**src/rtl/operand_fetch_seq.sv**
```systemverilog
// Operand fetch sequencer: gathers Rn/Rm/Rs through one synchronous RF read port, substituting PC+PC_OFFSET for R15.
// Optional OPFETCH_B2B_EN lets a new request be accepted straight out of DONE.
module operand_fetch_seq #(
  parameter int DW        = 32,
  parameter int AW        = 4,
  parameter int PC_OFFSET = 8
) (
  input  logic          clk,
  input  logic          rst_n,
  input  logic          req_valid,
  output logic          req_ready,
  input  logic [AW-1:0] req_rn,
  input  logic [AW-1:0] req_rm,
  input  logic [AW-1:0] req_rs,
  input  logic [2:0]    req_need,
  input  logic [DW-1:0] req_pc,
  output logic          rf_ren,
  output logic [AW-1:0] rf_addr,
  input  logic [DW-1:0] rf_rdata,
  output logic          op_valid,
  input  logic          op_ready,
  output logic [DW-1:0] op_rn,
  output logic [DW-1:0] op_rm,
  output logic [DW-1:0] op_rs
);

  typedef enum logic [1:0] {IDLE, FETCH, DONE} state_t;

  typedef struct packed {
    logic [2:0][AW-1:0] addr;
    logic [DW-1:0]      pc;
  } req_t;

  localparam logic [AW-1:0] PC_REG = AW'(15);
  localparam logic [DW-1:0] PC_INC = DW'(PC_OFFSET);

  state_t             state;
  req_t               cur;
  logic [2:0]         rem;
  logic [2:0][DW-1:0] ops;
  logic               rdy_q;
  logic               pend_vld;
  logic [1:0]         pend_slot;

  function automatic logic [1:0] pick(input logic [2:0] m);
    if (m[0])      return 2'd0;
    else if (m[1]) return 2'd1;
    else           return 2'd2;
  endfunction

  // Issue decision for the accept cycle, taken straight from the request.
  logic [2:0][AW-1:0] req_addr;
  logic [1:0]         acc_sel;
  logic               acc_ren;
  assign req_addr = {req_rs, req_rm, req_rn};
  assign acc_sel  = pick(req_need);
  assign acc_ren  = (req_need != 3'b000) && (req_addr[acc_sel] != PC_REG);

  // Current FETCH issue and the one that follows it; rf_ren/rf_addr are
  // registered, so the following issue is decided one edge early.
  logic [1:0] sel;
  logic [2:0] rem_nxt;
  logic [1:0] nxt_sel;
  logic       nxt_ren;
  assign sel     = pick(rem);
  assign rem_nxt = rem & ~(3'b001 << sel);
  assign nxt_sel = pick(rem_nxt);
  assign nxt_ren = (rem_nxt != 3'b000) && (cur.addr[nxt_sel] != PC_REG);

  logic accept;
  logic done_take;
`ifdef OPFETCH_B2B_EN
  assign done_take = (state == DONE) && op_ready && req_valid;
  assign req_ready = rdy_q | ((state == DONE) && op_ready);
`else
  assign done_take = 1'b0;
  assign req_ready = rdy_q;
`endif
  assign accept = ((state == IDLE) && req_valid) || done_take;

  always_ff @(posedge clk or negedge rst_n) begin
    if (!rst_n) begin
      state     <= IDLE;
      cur       <= '0;
      rem       <= '0;
      ops       <= '0;
      rdy_q     <= 1'b1;
      op_valid  <= 1'b0;
      rf_ren    <= 1'b0;
      rf_addr   <= '0;
      pend_vld  <= 1'b0;
      pend_slot <= '0;
    end else if (accept) begin
      state     <= FETCH;
      cur.addr  <= req_addr;
      cur.pc    <= req_pc;
      rem       <= req_need;
      ops       <= '0;
      rdy_q     <= 1'b0;
      op_valid  <= 1'b0;
      rf_ren    <= acc_ren;
      rf_addr   <= acc_ren ? req_addr[acc_sel] : '0;
      pend_vld  <= 1'b0;
      pend_slot <= '0;
    end else begin
      case (state)
        IDLE: begin
          rdy_q <= 1'b1;
        end
        FETCH: begin
          if (pend_vld) ops[pend_slot] <= rf_rdata;
          if (rem == 3'b000) begin
            state    <= DONE;
            op_valid <= 1'b1;
            rf_ren   <= 1'b0;
            rf_addr  <= '0;
            pend_vld <= 1'b0;
          end else begin
            // pend_slot never equals sel: its mask bit was cleared a cycle ago.
            if (cur.addr[sel] == PC_REG) ops[sel] <= cur.pc + PC_INC;
            pend_vld  <= rf_ren;
            pend_slot <= sel;
            rem       <= rem_nxt;
            rf_ren    <= nxt_ren;
            rf_addr   <= nxt_ren ? cur.addr[nxt_sel] : '0;
          end
        end
        DONE: begin
          if (op_ready) begin
            state    <= IDLE;
            op_valid <= 1'b0;
            rdy_q    <= 1'b1;
          end
        end
        default: begin
          state <= IDLE;
          rdy_q <= 1'b1;
        end
      endcase
    end
  end

  assign op_rn = ops[0];
  assign op_rm = ops[1];
  assign op_rs = ops[2];

endmodule

```
**config.mk**
```make
export PLATFORM = sky130hd
export DESIGN_NAME = operand_fetch_seq
export DESIGN_NICKNAME = d
export VERILOG_FILES = /design/src/rtl/operand_fetch_seq.sv
export SDC_FILE = /design/constraint.sdc
export NUM_CORES = 1
export LEC_CHECK = 0
export ABC_CLOCK_PERIOD_IN_PS = 1800
export CORE_ASPECT_RATIO = 0.5
export CORE_UTILIZATION = 46
export DETAILED_ROUTE_END_ITERATION = 10
export GPL_ROUTABILITY_DRIVEN = 0
export PLACE_DENSITY = 0.85
export SETUP_SLACK_MARGIN = 0.02
export SLEW_MARGIN = 20
export SYNTH_ARGS = -nofsm -noshare
export SYNTH_HDL_FRONTEND = slang
export SYNTH_SLANG_ARGS = --single-unit
```
**constraint.sdc**
```tcl
create_clock -name clk -period 1.8 [get_ports clk]
set_input_delay 0.36 -clock clk [delete_from_list [all_inputs] [get_ports clk]]
set_output_delay 0.36 -clock clk [all_outputs]
set_load 0.05 [all_outputs]
```
Word level (Yosys, flattened, before mapping)
Cells that the tools add are included.
{ "op_classes": {"mux": 53, "order_cmp": 6, "addsub": 1, "eq_ne": 10, "n_reduce_logical": 15, "shifts": 1, "n_bitwise": 2} }
{ "ops": {"columns": ["cell", "n"], "rows": [
  ["2-to-1 mux 96 bit", 7],
  ["bitwise mux 96 bit", 2],
  ["demux 32 bit (select 2 bit)", 2],
  ["2-to-1 mux 32 bit", 2],
  ["adder 32 x 4 -> 32 bit (second input constant)", 1],
  ["2-to-1 mux 4 bit", 8],
  ["binary-select mux 4 bit (select 2 bit)", 3],
  ["2-to-1 mux 2 bit", 12],
  ["less-than comparator 2 x 3 -> 1 bit (second input constant)", 4],
  ["2-to-1 mux 1 bit", 11],
  ["2-to-1 mux 3 bit", 3],
  ["nonzero test 3 bit", 3],
  ["inequality test 4 bit (second input constant)", 2],
  ["inequality test 2 bit (second input constant)", 3],
  ["inequality test 3 bit (second input constant)", 2],
  ["case mux 2 bit (3 select lines)", 1],
  ["AND reduction 3 bit", 2],
  ["logical AND 1 bit", 5],
  ["equality test 4 bit (second input constant)", 1],
  [">= comparator 2 x 1 -> 1 bit (second input constant)", 2],
  ["case mux 1 bit (2 select lines)", 2],
  ["AND reduction 2 bit", 2],
  ["AND 3 bit", 1],
  ["logical NOT 3 bit", 1],
  ["other kinds (6)", 6]
]} }
{ "word_totals": {"word_cells": 103, "register_bits": 155, "in_bits": 83} }

Logic depth before layout (Yosys ltp)
{ "depth": {"ltp_word": 15, "mapped_depth": 9, "mapped_depth_nobuf": 6} }

Least setup slack after synthesis
Ideal clock, no wire load.
{ "synth_path": {"path_type": "reg-to-reg", "startpoint": "register cur[3] in the netlist's numbering", "endpoint": "register ops (netlist bit op_rs[29])", "path_stages_with_launch": 7, "setup_slack_ns": -0.133, "arrival_ns": 1.791, "path_buffers": 0, "t_required_ns": 1.658, "setup_time_ns": 0.142, "synth_period_minus_slack_ns": 1.933, "cell_sequence": "dfrtp_1 -> ha_1 -> nand4_1 -> or3_1 -> nor4_1 -> xnor2_1 -> o221ai_1"} }
{ "synth_between": {"elab_chain_cells": 6} }
{ "synth_lines": {"columns": ["element", "line_no", "source"], "rows": [
  ["from (decl)", "38", "req_t cur;"],
  ["adder 32 x 4 -> 32 bit", "120", "if (cur.addr[sel] == PC_REG) ops[sel] <= cur.pc + PC_INC;"],
  ["bitwise mux 96 bit", "120", null],
  ["2-to-1 mux 96 bit", "120", null],
  ["2-to-1 mux 96 bit", "112", "if (rem == 3'b000) begin"],
  ["2-to-1 mux 96 bit", "106", "case (state)"],
  ["2-to-1 mux 96 bit", "93", "end else if (accept) begin"],
  ["to (signal, indexed assignment)", "111", "if (pend_vld) ops[pend_slot] <= rf_rdata;"],
  ["to (signal, indexed assignment)", "120", null],
  ["to (decl)", "40", "logic [2:0][DW-1:0] ops;"]
]} }
No other way between the ends. The select of a mux whose other input is x is not followed.
A chain may end at the register's enable or synchronous reset.

Final worst setup path
Ends and elaborated chain as after synthesis.

==> flow_metrics.tcl <==
set metrics [dict create \
    core_um2 16500 \
    fmax_ghz 0.479 \
    die_w_um 187 \
    slew_viol_final 0 \
    clk_path_buf_depth 2 \
    grt_pass1_vias 7741 \
    routedWlPerCell_um 24.8 \
    failed_checks "setup timing" \
    port_buffers 185 \
    fin_crit_sh_pct 116 \
    dr.pass1.iters 7 \
    hold_violations 0 \
    synth_cell_types 49 \
    first_iter_violations 1146 \
    reg2reg_to "op_rs[29]" \
    yosysTopAreaCell "dfrtp_1" \
    avgViaCountPerCell 6.59 \
    worst-r2r-cell-count 6 \
    setup_tns_ns -11.53 \
    numCtsBuffers 17 \
    synth_ff_type "dfrtp_1" \
    final-instance-count-excl-fill 1293 \
    finalWirelength_mm 32.1 \
    tightest_slew_ns 0.449 \
    start_util_pct 47.6 \
    grt_max_degree 64 \
    final_layout_size_suffix_gt1_share_pct 36.5 \
    p_leak_nw 5.63 \
    synth_area_um2 7860 \
    diodes 0 \
    antenna_left 0 \
    h-tree-depth 4 \
    whs_ns 0.301 \
    ioPinCount 186 \
    maxSlewHeadroom_pct 69.7 \
    grt_pass1_wl_mm 43.0 \
    avgSynthCellArea_um2 10.0 \
    vias 8523 \
    timing.rr.start "cur[3]" \
    synth-edff-count 0 \
    final_area_um2 11900 \
    synthArstFlopShare_pct 100 \
    maxCapViolCount 0 \
    ys_warn_count 0 \
    critPathKind "flip-flop to flip-flop" \
    worstPathRequired_ns 2.11 \
    status "finished, violations left" \
    min_path_type "input port to async pin" \
    yosys-top-cells-count "154 x dfrtp_1, 94 x nand2_1, 94 x o21ai_0" \
    synth_cells 784 \
    cts_root_buf "clkbuf_16" \
    worstSetupEndpointType "flip-flop" \
    clk_latency_ns 0.44 \
    clock_skew_ns 0.0193 \
    peakVddDrop_v 0.00109 \
    drc 0 \
    path_max_fanout 3 \
    antenna_found_initial 0 \
    seq_area_frac_synth_pct 49.4 \
    grtUsageTotal_pct 31.5 \
    grt_overflow 0 \
    setup_violations 65 \
    synth_nets 868 \
    synthTopCellsByArea "dfrtp_1 49%, mux2i_1 8.0%, o21ai_0 6.0%" \
    nNetsFinal 1137 \
    die_area_um2 17600 \
    die_y_um 94.4 \
    clock_sinks 155 \
    pre_cts_slack_ns -0.290 \
    dp_cells 1238 \
    placed_area_um2 10500 \
    hpwlAfterDp_mm 18.1 \
    setup_slack_ns -0.288 \
    clk_pin_slew_ns 0.08 \
    p_per_area_nw_per_um2 1710 \
    yosysMostFrequentCell "dfrtp_1" \
    reg2reg_setup_slack_ns -0.29 \
    ys_seq_elements 155 \
    final.min_clock_period_ns 2.09 \
    arrival_ns 2.40 \
    critPathLaunchType "flip-flop" \
    syn2layout_area_growth_pct 51.9 \
    rsz0062_at_grt "yes" \
    cts_tree "built" \
    std_cell_rows 33 \
    synth_top_area_share_pct 49.0 \
]
## final cells by class
cell class | count | area (µm²)
Multi-Input combinational cell | 560 | 4330
Timing Repair Buffer | 309 | 2800
Fill cell | 1011 | 4580
Sequential cell | 155 | 3880
Inverter | 10 | 37.5
Clock inverter | 15 | 175
Tap cell | 227 | 284
Clock buffer | 17 | 425
## cell usage in the layout (no fill, tap or decap), types with 13 or more instances in the layout
master	n
a21oi_1	34
a22o_1	14
a22oi_1	28
buf_12	13
buf_4	198
clkbuf_16	19
clkdlybuf4s50_1	81
dfrtp_1	152
mux2_2	37
mux2i_1	63
nand2_1	92
nand3_1	14
nor2_1	32
o21ai_0	55
o21ai_1	32
xnor2_2	17
## layer usage
layer	vias to the layer above	global-route usage, %	wire length, µm
li1	3416	-	-
met1	4038	40.8	12100
met2	802	51.1	14000
met3	267	7.40	3730
met4	0	14.5	2260
met5	-	0	0
## timing repair
item / 4_1_cts / 5_1_grt
hold buffers: 1 / 0
endpoints found under the hold margin: 92 / 0
pin swaps: 21 / 36
gates cloned: 2 / 2
buffers inserted: 5 / 14
setup endpoints to repair: 58 / 70
gates resized for setup: 49 / 84
## how the worst max path moves through the flow
stage / from / end / slack, ns / depth (start not counted)
finish: cur[3] / op_rs[29] / -0.29 / 6
global route: cur[3] / op_rm[18] / -0.34 / 6
CTS: cur[4] / op_rn[22] / -0.17 / 6
detailed placement: req_need[1] / rf_addr[1] / -0.29 / 6
global placement: req_valid / rf_addr[3] / -0.15 / 7
floorplan: cur[3] / op_rs[29] / -0.03 / 6
## registers in the layout, summed over array words and instances (netlist names), 2 cells and up
signal,cells
op_rn,32
rem,3
cur,44
state,2
op_rs,32
rf_addr,4
pend_slot,2
op_rm,32
## worst max-delay path: stages (launching register included)
cell and delay, ns:
dfrtp_1 0.44, ha_4 0.17, nand4_1 0.22, or3_4 0.51, nor4_4 0.30, xnor2_2 0.20, o221ai_2 0.13
## power by group
part	switching, W	total (W)	internal [W]	leakage, nW
clock network	0.00184	0.00372	0.00188	0.289
registers	0.00118	0.00584	0.00466	2.04
logic	0.00657	0.0109	0.00429	3.30
## cells by family (layout without fill, tap and decap cells)
logic type / count (synthesis) / in the layout / share of synthesized area, %
and+or+nand+nor: 211 / 211 / 12.7
adders and majority gates: 1 / 1 / 0.159
buffers and inverters: 69 / 351 / 3.49
muxes: 100 / 100 / 13.3
AOI/OAI and AO/OA: 222 / 222 / 18.0
DFF: 155 / 155 / 49.4
xor gates and xnor gates: 26 / 26 / 2.90
## metrics by stage
stage | total power [W] | utilization (%)
after floorplan | 0.0111 | -
after global placement | 0.0147 | 63.9
after detailed placement | 0.0150 | 63.9
after CTS | 0.0189 | 69.2
after global routing | 0.0210 | 72.3
final | 0.0204 | 72.3
Power figures use the tool's default switching activity.
